**src/rtl/pf_stride_seq_if.sv**
```systemverilog
// Handshake bundle for pf_stride_seq: the op-side offer/retry channel and the
// per-pipe cache request channel. The sequencer is the slave.
interface pf_stride_seq_if #(
  parameter int unsigned NPIPES   = 2,
  parameter int unsigned ADDR_W   = 32,
  parameter int unsigned STRIDE_W = 8,
  parameter int unsigned CNT_W    = 4
);
  logic                op_valid;
  logic                op_retry;
  logic [ADDR_W-1:0]   op_base;
  logic [STRIDE_W-1:0] op_stride;
  logic [CNT_W-1:0]    op_count;
  logic                op_l2;

  logic [NPIPES-1:0]   req_valid;
  logic [NPIPES-1:0]   req_retry;
  logic [ADDR_W-1:0]   req_addr;
  logic                req_l2;

  // master: op producer plus the cache pipes; slave: the sequencer
  modport master (
    output op_valid, op_base, op_stride, op_count, op_l2, req_retry,
    input  op_retry, req_valid, req_addr, req_l2
  );

  modport slave (
    input  op_valid, op_base, op_stride, op_count, op_l2, req_retry,
    output op_retry, req_valid, req_addr, req_l2
  );
endinterface

```
**src/rtl/pf_stride_seq.sv**
```systemverilog
// Strided prefetch sequencer: expands one op into `count` line requests steered by
// line-address LSBs. Define PF_DROP_EN to drop requests retried MAX_RETRY cycles in a row.
module pf_stride_seq #(
  parameter int unsigned NPIPES    = 2,
  parameter int unsigned ADDR_W    = 32,
  parameter int unsigned STRIDE_W  = 8,
  parameter int unsigned CNT_W     = 4,
  parameter int unsigned MAX_RETRY = 8
) (
  input  logic                  clk,
  input  logic                  reset,
  pf_stride_seq_if.slave        bus,
  output logic                  op_done,
  output logic [15:0]           issued_cnt,
  output logic [15:0]           dropped_cnt
);
  localparam int unsigned PIPE_BITS = $clog2(NPIPES);

  if (NPIPES != 2 && NPIPES != 4) begin : g_bad_npipes
    $error("NPIPES must be 2 or 4");
  end
  if (MAX_RETRY < 1 || MAX_RETRY > 15) begin : g_bad_max_retry
    $error("MAX_RETRY must fit the 4-bit retry counter");
  end
  if (STRIDE_W >= ADDR_W) begin : g_bad_stride_w
    $error("STRIDE_W must be narrower than ADDR_W");
  end

  typedef enum logic [1:0] {
    S_IDLE  = 2'd0,
    S_ISSUE = 2'd1,
    S_DROP  = 2'd2
  } state_e;

  state_e              state_q, state_d;
  logic [ADDR_W-1:0]   addr_q, addr_d;
  logic [ADDR_W-1:0]   stride_q, stride_d;
  logic [CNT_W-1:0]    rem_q, rem_d;
  logic                l2_q, l2_d;
  logic                done_q, done_d;
  logic [15:0]         issued_q, issued_d;

  logic [PIPE_BITS-1:0] pipe_sel;
  logic [NPIPES-1:0]    pipe_onehot;
  logic                 last_req;

`ifdef PF_DROP_EN
  logic [3:0]          rtry_q, rtry_d;
  logic [15:0]         dropped_q, dropped_d;
`endif

  assign pipe_sel = addr_q[PIPE_BITS-1:0];
  assign last_req = (rem_q == CNT_W'(1));

  always_comb begin
    pipe_onehot = '0;
    for (int unsigned p = 0; p < NPIPES; p++) begin
      pipe_onehot[p] = (pipe_sel == PIPE_BITS'(p));
    end
  end

  always_comb begin
    state_d       = state_q;
    addr_d        = addr_q;
    stride_d      = stride_q;
    rem_d         = rem_q;
    l2_d          = l2_q;
    done_d        = 1'b0;
    issued_d      = issued_q;
    bus.op_retry  = 1'b0;
    bus.req_valid = '0;
`ifdef PF_DROP_EN
    rtry_d        = rtry_q;
    dropped_d     = dropped_q;
`endif

    case (state_q)
      S_IDLE: begin
        if (bus.op_valid) begin
          if (bus.op_count == '0) begin
            done_d = 1'b1;
          end else begin
            state_d  = S_ISSUE;
            addr_d   = bus.op_base;
            stride_d = {{(ADDR_W-STRIDE_W){bus.op_stride[STRIDE_W-1]}}, bus.op_stride};
            rem_d    = bus.op_count;
            l2_d     = bus.op_l2;
`ifdef PF_DROP_EN
            rtry_d   = '0;
`endif
          end
        end
      end

      S_ISSUE: begin
        bus.op_retry  = 1'b1;
        bus.req_valid = pipe_onehot;
        if (!bus.req_retry[pipe_sel]) begin
          addr_d   = addr_q + stride_q;
          rem_d    = rem_q - CNT_W'(1);
          issued_d = (issued_q == 16'hFFFF) ? issued_q : issued_q + 16'd1;
          if (last_req) begin
            state_d = S_IDLE;
            done_d  = 1'b1;
          end
`ifdef PF_DROP_EN
          rtry_d = '0;
        end else begin
          // The limit-reaching retry cycle is still a plain hold; the drop happens next cycle.
          rtry_d = rtry_q + 4'd1;
          if (rtry_d == 4'(MAX_RETRY)) begin
            state_d = S_DROP;
          end
`endif
        end
      end

`ifdef PF_DROP_EN
      S_DROP: begin
        bus.op_retry = 1'b1;
        addr_d       = addr_q + stride_q;
        rem_d        = rem_q - CNT_W'(1);
        rtry_d       = '0;
        dropped_d    = (dropped_q == 16'hFFFF) ? dropped_q : dropped_q + 16'd1;
        if (last_req) begin
          state_d = S_IDLE;
          done_d  = 1'b1;
        end else begin
          state_d = S_ISSUE;
        end
      end
`endif

      default: state_d = S_IDLE;
    endcase
  end

  always_ff @(posedge clk) begin
    if (reset) begin
      state_q  <= S_IDLE;
      addr_q   <= '0;
      stride_q <= '0;
      rem_q    <= '0;
      l2_q     <= 1'b0;
      done_q   <= 1'b0;
      issued_q <= '0;
    end else begin
      state_q  <= state_d;
      addr_q   <= addr_d;
      stride_q <= stride_d;
      rem_q    <= rem_d;
      l2_q     <= l2_d;
      done_q   <= done_d;
      issued_q <= issued_d;
    end
  end

`ifdef PF_DROP_EN
  always_ff @(posedge clk) begin
    if (reset) begin
      rtry_q    <= '0;
      dropped_q <= '0;
    end else begin
      rtry_q    <= rtry_d;
      dropped_q <= dropped_d;
    end
  end

  assign dropped_cnt = dropped_q;
`else
  assign dropped_cnt = '0;
`endif

  assign bus.req_addr = addr_q;
  assign bus.req_l2   = l2_q;
  assign op_done      = done_q;
  assign issued_cnt   = issued_q;
endmodule

```
**src/flat_wrapper.sv**
```systemverilog
// flat-port wrapper written by rule: the top's interface ports become plain ports
module pf_stride_seq_flat 
#(
  parameter int unsigned NPIPES    = 2,
  parameter int unsigned ADDR_W    = 32,
  parameter int unsigned STRIDE_W  = 8,
  parameter int unsigned CNT_W     = 4,
  parameter int unsigned MAX_RETRY = 8
)
  (clk, reset, op_done, issued_cnt, dropped_cnt, bus_op_valid, bus_op_base, bus_op_stride, bus_op_count, bus_op_l2, bus_req_retry, bus_op_retry, bus_req_valid, bus_req_addr, bus_req_l2);
  pf_stride_seq_if #(.NPIPES(NPIPES), .ADDR_W(ADDR_W), .STRIDE_W(STRIDE_W), .CNT_W(CNT_W)) bus_i ();
  input  logic clk;
  input  logic reset;
  output logic op_done;
  output logic [15:0] issued_cnt;
  output logic [15:0] dropped_cnt;
  input wire logic [$bits(bus_i.op_valid)-1:0] bus_op_valid;
  input wire logic [$bits(bus_i.op_base)-1:0] bus_op_base;
  input wire logic [$bits(bus_i.op_stride)-1:0] bus_op_stride;
  input wire logic [$bits(bus_i.op_count)-1:0] bus_op_count;
  input wire logic [$bits(bus_i.op_l2)-1:0] bus_op_l2;
  input wire logic [$bits(bus_i.req_retry)-1:0] bus_req_retry;
  output wire logic [$bits(bus_i.op_retry)-1:0] bus_op_retry;
  output wire logic [$bits(bus_i.req_valid)-1:0] bus_req_valid;
  output wire logic [$bits(bus_i.req_addr)-1:0] bus_req_addr;
  output wire logic [$bits(bus_i.req_l2)-1:0] bus_req_l2;
  assign bus_i.op_valid = bus_op_valid;
  assign bus_i.op_base = bus_op_base;
  assign bus_i.op_stride = bus_op_stride;
  assign bus_i.op_count = bus_op_count;
  assign bus_i.op_l2 = bus_op_l2;
  assign bus_i.req_retry = bus_req_retry;
  assign bus_op_retry = bus_i.op_retry;
  assign bus_req_valid = bus_i.req_valid;
  assign bus_req_addr = bus_i.req_addr;
  assign bus_req_l2 = bus_i.req_l2;
  pf_stride_seq #(.NPIPES(NPIPES), .ADDR_W(ADDR_W), .STRIDE_W(STRIDE_W), .CNT_W(CNT_W), .MAX_RETRY(MAX_RETRY)) u_core (.clk(clk), .reset(reset), .bus(bus_i), .op_done(op_done), .issued_cnt(issued_cnt), .dropped_cnt(dropped_cnt));
endmodule
```
**config.mk**
```make
export PLATFORM = sky130hd
export DESIGN_NAME = pf_stride_seq_flat
export DESIGN_NICKNAME = d
export VERILOG_FILES = /design/src/rtl/pf_stride_seq_if.sv /design/src/rtl/pf_stride_seq.sv /design/src/flat_wrapper.sv
export SDC_FILE = /design/constraint.sdc
export NUM_CORES = 1
export LEC_CHECK = 0
export ABC_AREA = 1
export CORE_UTILIZATION = 50
export CTS_CLUSTER_DIAMETER = 120
export DETAILED_ROUTE_END_ITERATION = 7
export PLACE_DENSITY = 0.79
export SYNTH_ARGS = -nofsm -noshare
export SYNTH_HDL_FRONTEND = slang
export SYNTH_SLANG_ARGS = --single-unit
```
**constraint.sdc**
```tcl
create_clock -name clk -period 3 [get_ports clk]
set_clock_uncertainty 0.05 [all_clocks]
set_input_delay 0.45 -clock clk [delete_from_list [all_inputs] [get_ports clk]]
set_output_delay 0.45 -clock clk [all_outputs]
set_load 0.05 [all_outputs]
```
== Yosys cells after proc, flatten, opt, wreduce, memory -nomap -nowiden ==
Index checks and enable logic that the tools add are counted.
Operators by class
  multiplexer cells: 22
  order comparisons: 1
  reductions and logical operators: 7
  equality and inequality tests: 7
  bitwise gates (word level): 4
  $add $sub $neg: 3
Operators with widths (count)
  $mux W32: 3
  $pmux W32 S2: 1
  $add A32 B32 Y32: 1
  $add A16 B1 Y16 const B: 1
  $eq A16 B16 Y1 const B: 1
  $mux W4: 3
  $mux W2: 5
  $pmux W4 S2: 1
  $reduce_and A4 Y1: 2
  $mux W1: 7
  $ne A2 B2 Y1 const B: 3
  $reduce_and A3 Y1: 2
  $eq A4 B1 Y1 const B: 1
  $logic_not A4 Y1: 1
  $not A1 Y1: 4
  $pmux W2 S2: 1
  $sub A4 B1 Y4 const B: 1
  $eq A2 B1 Y1 const B: 1
  $logic_not A2 Y1: 1
  $lt A1 B2 Y1 const B: 1
  $ne A2 B1 Y1 const B: 1
  $pmux W1 S2: 1
  $reduce_bool A2 Y1: 1
Word-level totals
  register bits after elaboration: 64
  logic and storage cells: 51
  output and inout port bits: 69
  bits of input ports: 50

== Longest topological paths before layout ==
Gate-level depths: netlist (run 1).
  word-level depth: 4
  gate-level depth with buffers: 14

== Least setup slack after synthesis (run 1) ==
No wires, ideal clock.
  kind: register -> output
  start point: reg u_core.state_q[0]
  end point: out bus_req_valid[0]
  stages on the path, launching flop included: 5
  arrival time: 1.773 ns
  required time: 2.500 ns
  slack: 0.727 ns
  cell sequence: dfxtp_1 buf_4 inv_2 clkbuf_1 nor2_1
Between the ends
  word-level cells in the longest chain between the ends: 2
Ends and longest elaborated chain
  start, declared: RTL line pf_stride_seq.sv:35  | state_e state_q, state_d;
  start signal, assigned: RTL line pf_stride_seq.sv:148  | state_q <= state_d;
  $eq A2 B1 Y1: RTL line pf_stride_seq.sv:77  | case (state_q)
  $mux W2: RTL line pf_stride_seq.sv:77
  end, declared: RTL line flat_wrapper.sv:24  | output wire logic [$bits(bus_i.req_valid)-1:0] bus_req_valid;
No other way between the ends.

== Worst setup path after layout (run 1) ==
  start point: reg u_core.stride_q[7]
  end point: reg u_core.addr_q[17] (netlist: u_core.bus.req_addr[17])
Between the ends
  word-level cells in the longest chain between the ends: 3
Ends and longest elaborated chain
  start, declared: RTL line pf_stride_seq.sv:37  | logic [ADDR_W-1:0] stride_q, stride_d;
  start signal, assigned: RTL line pf_stride_seq.sv:150  | stride_q <= stride_d;
  $add A32 B32 Y32: RTL line pf_stride_seq.sv:99  | addr_d = addr_q + stride_q;
  $mux W32: RTL line pf_stride_seq.sv:98  | if (!bus.req_retry[pipe_sel]) begin
  $pmux W32 S2: RTL line pf_stride_seq.sv:77
  end signal, assigned: RTL line pf_stride_seq.sv:149  | addr_q <= addr_d;
  end, declared: RTL line pf_stride_seq.sv:36  | logic [ADDR_W-1:0] addr_q, addr_d;
No other way between the ends. The select of a mux whose other input is x is not followed.
A chain may end at the register's enable or synchronous reset.

==> results of run 1 <==
==> registers in the layout, indices dropped and copies added (netlist names) <==
signal               cells
u_core.op_done           1
u_core.stride_q          8
u_core.state_q           1
u_core.issued_cnt       16
u_core.bus.req_addr     32
u_core.rem_q             4
u_core.bus.req_l2        1
==> cells in the final DEF, fill, tap and decap left out, drive strengths merged <==
| cell type | Yosys | routed |
|---|---|---|
| a211oi | 2 | 2 |
| a21o | 1 | 1 |
| a21oi | 78 | 78 |
| a221oi | 1 | 1 |
| a31oi | 4 | 4 |
| and2 | 2 | 2 |
| and3 | 1 | 1 |
| buf | 27 | 8 |
| bufinv | 0 | 2 |
| clkbuf | 12 | 12 |
| clkdlybuf4s50 | 0 | 101 |
| clkinv | 1 | 1 |
| clkinvlp | 0 | 1 |
| conb | 1 | 16 |
| dfxtp | 63 | 63 |
| fa | 1 | 1 |
| ha | 34 | 34 |
| inv | 139 | 139 |
| nand2 | 308 | 308 |
| nand3 | 48 | 48 |
| nand3b | 2 | 2 |
| nand4 | 6 | 6 |
| nor2 | 109 | 109 |
| nor3 | 11 | 11 |
| nor4 | 1 | 1 |
| o21a | 1 | 1 |
| o21ai | 41 | 41 |
| o21ba | 1 | 1 |
| o21bai | 2 | 2 |
| xnor2 | 3 | 3 |
| xor2 | 17 | 17 |
==> report_power, final <==
group	total [mW]	leakage (nW)	internal, mW	switching (mW)
Combinational	1.11	2.73	0.388	0.725
Clock	0.839	0.103	0.487	0.352
Sequential	0.970	0.518	0.908	0.0616
==> critical path, cell delays in order, from the launching register on <==
cell and delay, ns:
dfxtp_1 0.34, buf_4 0.32, ha_1 0.35, nand2_1 0.17
inv_1 0.05, nand2_1 0.06, nand2_1 0.07, inv_1 0.06
nand3_1 0.20, nand2_1 0.12, nand2_1 0.09, nand2_1 0.07
nand2_1 0.04, o21ai_0 0.18, a21oi_1 0.09
==> logic make-up (layout without fill, tap and decap cells) <==
family                     after synthesis  in the layout
AOI/OAI and AO/OA                      131            131
xor gates and xnor gates                20             20
adders and majority gates               35             35
buffers and inverters                  179            264
DFF                                     63             63
other                                    1             16
and+or+nand+nor                        488            488
==> layer usage <==
layer	vias up	global-route usage	wire length, um
li1	3022	-	-
met1	2522	0.356	6750
met2	177	0.449	6590
met3	23	0.0526	864
met4	0	0.0765	216
met5	-	0	0
==> area by class of cell <==
type                    count  area share
clock inverters             3      0.0102
clock buffers              12      0.0219
inverters                 140      0.0793
flip-flops and latches     63       0.191
well taps                 136      0.0257
multi-input cells         690       0.509
repair buffers            109       0.164
==> worst paths after layout <==
kind | end | slack, ns | cells past startpoint
hold / removal | u_core.bus.req_l2 | 0.43 | 2
setup reg to reg | u_core.bus.req_addr[17] | 0.61 | 14
setup / recovery | u_core.bus.req_addr[17] | 0.61 | 14
hold reg to reg | u_core.bus.req_l2 | 0.43 | 2
==> results.yml, run 1 <==
routing:
  wire_per_inst_um: 12.5
  vias_per_cell: 4.98
  routed_wl_um: 14400
  drc: 0
  drtAntennaViolNets: 0
  drt_first_iter_violations: 334
  num_vias: 5744
  dr.pass1.iters: 5
setup_path:
  critPathLaunch: "u_core.stride_q[7]"
  path_class: "flop to flop"
  crit_path_end_kind: "flop"
  r2r-start: "u_core.stride_q[7]"
  setup.worst_path.start_class: "flop"
  cp.arrival_ns: 2.56
  crit_required_ns: 3.18
  critical_path.max_fanout: 25
yosys:
  synth_area_per_cell_um2: 5.84
  ys_seq_area_frac: 0.236
  muxShareOfSynthArea: 0
  synth_cell_types: 38
  async_flop_share: 0
  synth_seq_cells: 63
  yosysTopAreaCell: "dfxtp_1"
  synth_fa_ha_area_frac: 0.0832
  yosysMostFrequentCell: "nand2_1"
  synth_edf_count: 0
  synthSimpleGateAreaFrac: 0.374
  synth_top_area_frac: 0.236
  synth_xor_area_frac: 0.0327
  synth_common_cells: "nand2_1, inv_1, nor2_1, a21oi_1, dfxtp_1"
  yosys_warnings: 0
  synth_area_um2: 5350
  syn_inst: 917
  synth_area_leaders: "dfxtp_1, nand2_1, inv_1"
  synth-compound-area-share: 0.129
  ys.flop_type: "dfxtp_1"
  synth_top_family_by_area: "simple AND/OR/NAND/NOR gates"
global_routing:
  gr-usage-all-layers: 0.271
  grt_max_degree: 51
  grt_pass1_vias: 5193
  grt_pass1_wl_um: 24100
  overflow: 0
  grt_antenna_before_repair: 0
floorplanning:
  fp.coreArea_um2: 10400
  fp.dieH_um: 105
  start_util: 0.516
  io_pins: 119
  fp.dieW_um: 105
  num_rows: 37
  dieArea_um2: 11100
clocking:
  postCtsSetupRepairBufs: 0
  cts_max_path_buffers: 2
  cts_resized: 0
  clkSinkCount: 63
  insertion_delay_ns: 0.35
  cts_hold_buf: 0
  clk_pin_slew_ns: 0.07
  cts_buffers: 9
  htree_levels: 3
  clockRootBuffer: "clkbuf_8"
  cts_tree: "built"
cells_and_area:
  fillers: 1035
  fin_cells: 1153
  final_nets: 1098
  final_area_um2: 6620
  register_area_um2: 1260
  antennaDiodeCount: 0
  final_util: 0.639
  multiInputGateArea_um2: 3370
  drive_above_1_share: 0.0413
  syn2layout_area_growth_pct: 23.8
power_and_ir_drop:
  power_mw: 2.92
  cellPowerDensity_nw_per_um2: 441
  leakage_nw: 3.35
  vdd_drop_max_mv: 0.215
timing:
  max-slew-margin-rel: 0.634
  fin_crit_ns: 2.39
  max_freq_mhz: 419
  rsz0062_at_grt: "no"
  finalSetupViolCount: 0
  finalCritPeriodShare: 0.795
  finalHoldViolCount: 0
  hold-worst-slack_ns: 0.435
  tightest_slew_ns: 0.548
  finalSetupTns_ns: 0
  finalMaxSlewViolations: 0
  fin_ws_ns: 0.614
placement:
  placed_cells: 1138
  hpwlAfterDp_um: 10900
  portBuffers: 102
  dp_slack_ns: 0.613
  placed_area_um2: 6410
  gp_congestion: 0.928
job:
  maxCapViolations: 0
worst_hold_path:
  hp-class: "flop to flop"
  worstHoldStart: "u_core.bus.req_l2"
outcome:
  outcome: "finished clean"
Note: power is estimated with default switching activity, not from simulation.
==> run 2: changes to the inputs <==
clock period = 2.4 ns   (was 3 ns; I/O delays follow)
==> run 2 against run 1 <==
Sequential cell count stayed put. Largest power group unchanged. Sequential share of layout area is 0.11 points lower. Via count is 0.17% higher. Wire length is 0.34% higher. Largest cell class unchanged. Highest routed layer unchanged.
==> results.yml, run 2 (synthesis results as in run 1) <==
cells_and_area:
  fin_cells: 1159
  drive_above_1_share: 0.0518
  final_nets: 1103
  fillers: 1038
  final_common_cell: "nand2_1"
  final_util: 0.642
  register_area_um2: 1260
  final_area_um2: 6660
  largest_reg_flops: 32
  syn2layout_area_growth_pct: 24.5
  antennaDiodeCount: 0
  multiInputGateArea_um2: 3370
  layout_common_cells: "nand2_1, inv_1, nor2_1, clkdlybuf4s50_1, a21oi_1"
floorplanning:
  start_util: 0.516
  io_pins: 119
  dieArea_um2: 11100
  fp.dieH_um: 105
  num_rows: 37
  fp.coreArea_um2: 10400
  fp.dieW_um: 105
setup_path:
  cpMaxStageDelayCell: "fa_2"
  crit_required_ns: 2.64
  cp.arrival_ns: 2.41
  path_delay_family: "adder cells"
  setup.worst_path.start_class: "flop"
  slowest_delay_ns: 0.38
  crit_path_cell_trace: "ha_1 > fa_2 > nand3_1 > nand3_2 > nand3_1 > nand3b_1 > buf_4 > xor2_1 > nand2_1 > a21oi_1"
  path_class: "flop to flop"
  path_buf_inv: 1
  critical_path.max_fanout: 7
  crit_path_end_kind: "flop"
  cp_common_cell: "nand3_1"
power_and_ir_drop:
  leakage_nw: 3.37
  pwr-share-seq: 0.340
  power.internal_mw: 2.07
  p_clk_frac: 0.262
  power_mw: 3.56
  combPwrFrac: 0.398
  swShare: 0.418
  cellPowerDensity_nw_per_um2: 535
  vdd_drop_max_mv: 0.342
  p_sw_mw: 1.49
timing:
  fin_crit_ns: 2.17
  max_freq_mhz: 460
  tightest_slew_ns: 0.542
  fin_ws_ns: 0.226
  max-slew-margin-rel: 0.638
  finalSetupViolCount: 0
  finalCritPeriodShare: 0.906
  finalHoldViolCount: 0
  rsz0062_at_grt: "no"
  finalMaxSlewViolations: 0
  finalSetupTns_ns: 0
  hold-worst-slack_ns: 0.438
placement:
  hpwlAfterDp_um: 11100
  dp_slack_ns: 0.170
  portBuffers: 102
  placed_cells: 1142
  placed_area_um2: 6460
  gp_congestion: 0.954
global_routing:
  overflow: 0
  grt_max_degree: 29
  grt_pass1_vias: 5391
  grt_antenna_before_repair: 0
  gr-usage-all-layers: 0.273
  grt_pass1_wl_um: 24600
clocking:
  cts_tree: "built"
  insertion_delay_ns: 0.37
  htree_levels: 3
  clockRootBuffer: "clkbuf_8"
  cts_max_path_buffers: 2
  cts_buffers: 9
  clkSinkCount: 63
  clk_pin_slew_ns: 0.08
routing:
  num_vias: 5754
  drc: 0
  routed_wl_um: 14500
  drtAntennaViolNets: 0
  dr.pass1.iters: 4
  vias_per_cell: 4.96
  drt_first_iter_violations: 374
  wire_per_inst_um: 12.5
job:
  maxCapViolations: 0
worst_hold_path:
  hp-class: "flop to flop"
outcome:
  outcome: "finished clean"
[run 2: cell types whose count changed in the layout (fill, tap and decap cells not counted)]
| cell | previous run | this run |
|---|---|---|
| bufinv_16 | 2 | 0 |
| fa_2 | 0 | 1 |
| clkinv_2 | 0 | 1 |
| fa_1 | 1 | 0 |
| clkbuf_8 | 10 | 11 |
| clkinv_4 | 0 | 1 |
| buf_12 | 1 | 3 |
| clkbuf_1 | 2 | 0 |
| buf_4 | 7 | 12 |
| clkdlybuf4s50_1 | 101 | 99 |
| inv_6 | 0 | 2 |
[run 2: cell type report]
| type | instances | area share |
|---|---|---|
| Tap cell | 136 | 0.0255 |
| Clock inverter | 5 | 0.00582 |
| Sequential cell | 63 | 0.190 |
| Multi-Input combinational cell | 690 | 0.506 |
| Inverter | 140 | 0.0789 |
| Clock buffer | 11 | 0.0227 |
| Timing Repair Buffer | 114 | 0.171 |
[run 2: worst reg2reg max path: stages, from the launching register on]
cell and delay (ns):
dfxtp_1 0.37, ha_1 0.28, fa_2 0.38, nand3_1 0.12
nand3_2 0.11, nand3_1 0.09, nand3b_1 0.19, buf_4 0.20
xor2_1 0.12, nand2_1 0.07, a21oi_1 0.13
[run 2: path summary, 6_finish.rpt]
path	end	slack, ns	depth (start not counted)	from
hold reg to reg	u_core.bus.req_addr[25]	0.44	2	u_core.bus.req_addr[25]
setup / recovery	u_core.bus.req_addr[12]	0.23	10	u_core.bus.req_addr[0]
hold / removal	u_core.bus.req_addr[25]	0.44	2	u_core.bus.req_addr[25]
setup reg to reg	u_core.bus.req_addr[12]	0.23	10	u_core.bus.req_addr[0]
[run 2: power groups by stage]
stage                     Sequential [mW]  Clock (mW)  Combinational (mW)
after detailed placement             1.23           0                1.40
after floorplan                      1.46           0               0.785
final                                1.21       0.932                1.42
after CTS                            1.21       0.942                1.41
after global routing                 1.22       0.986                1.56
after global placement               1.24           0                1.39
[run 2: repair_timing]
item | 4_1_cts | 5_1_grt
gates resized for setup | 0 | 1
endpoints found under the setup margin | 0 | 5
hold buffers | 0 | 0
buffers inserted | 0 | 1
[run 2: layer usage]
layer / up-vias / routed length [um] / track usage / part of all wire
met2: 148 / 6590 / 0.461 / 0.46
li1: 3037 / - / - / -
met1: 2545 / 6830 / 0.348 / 0.47
met5: - / 0 / 0 / 0
met4: 0 / 306 / 0.0966 / 0.021
met3: 24 / 739 / 0.0451 / 0.051
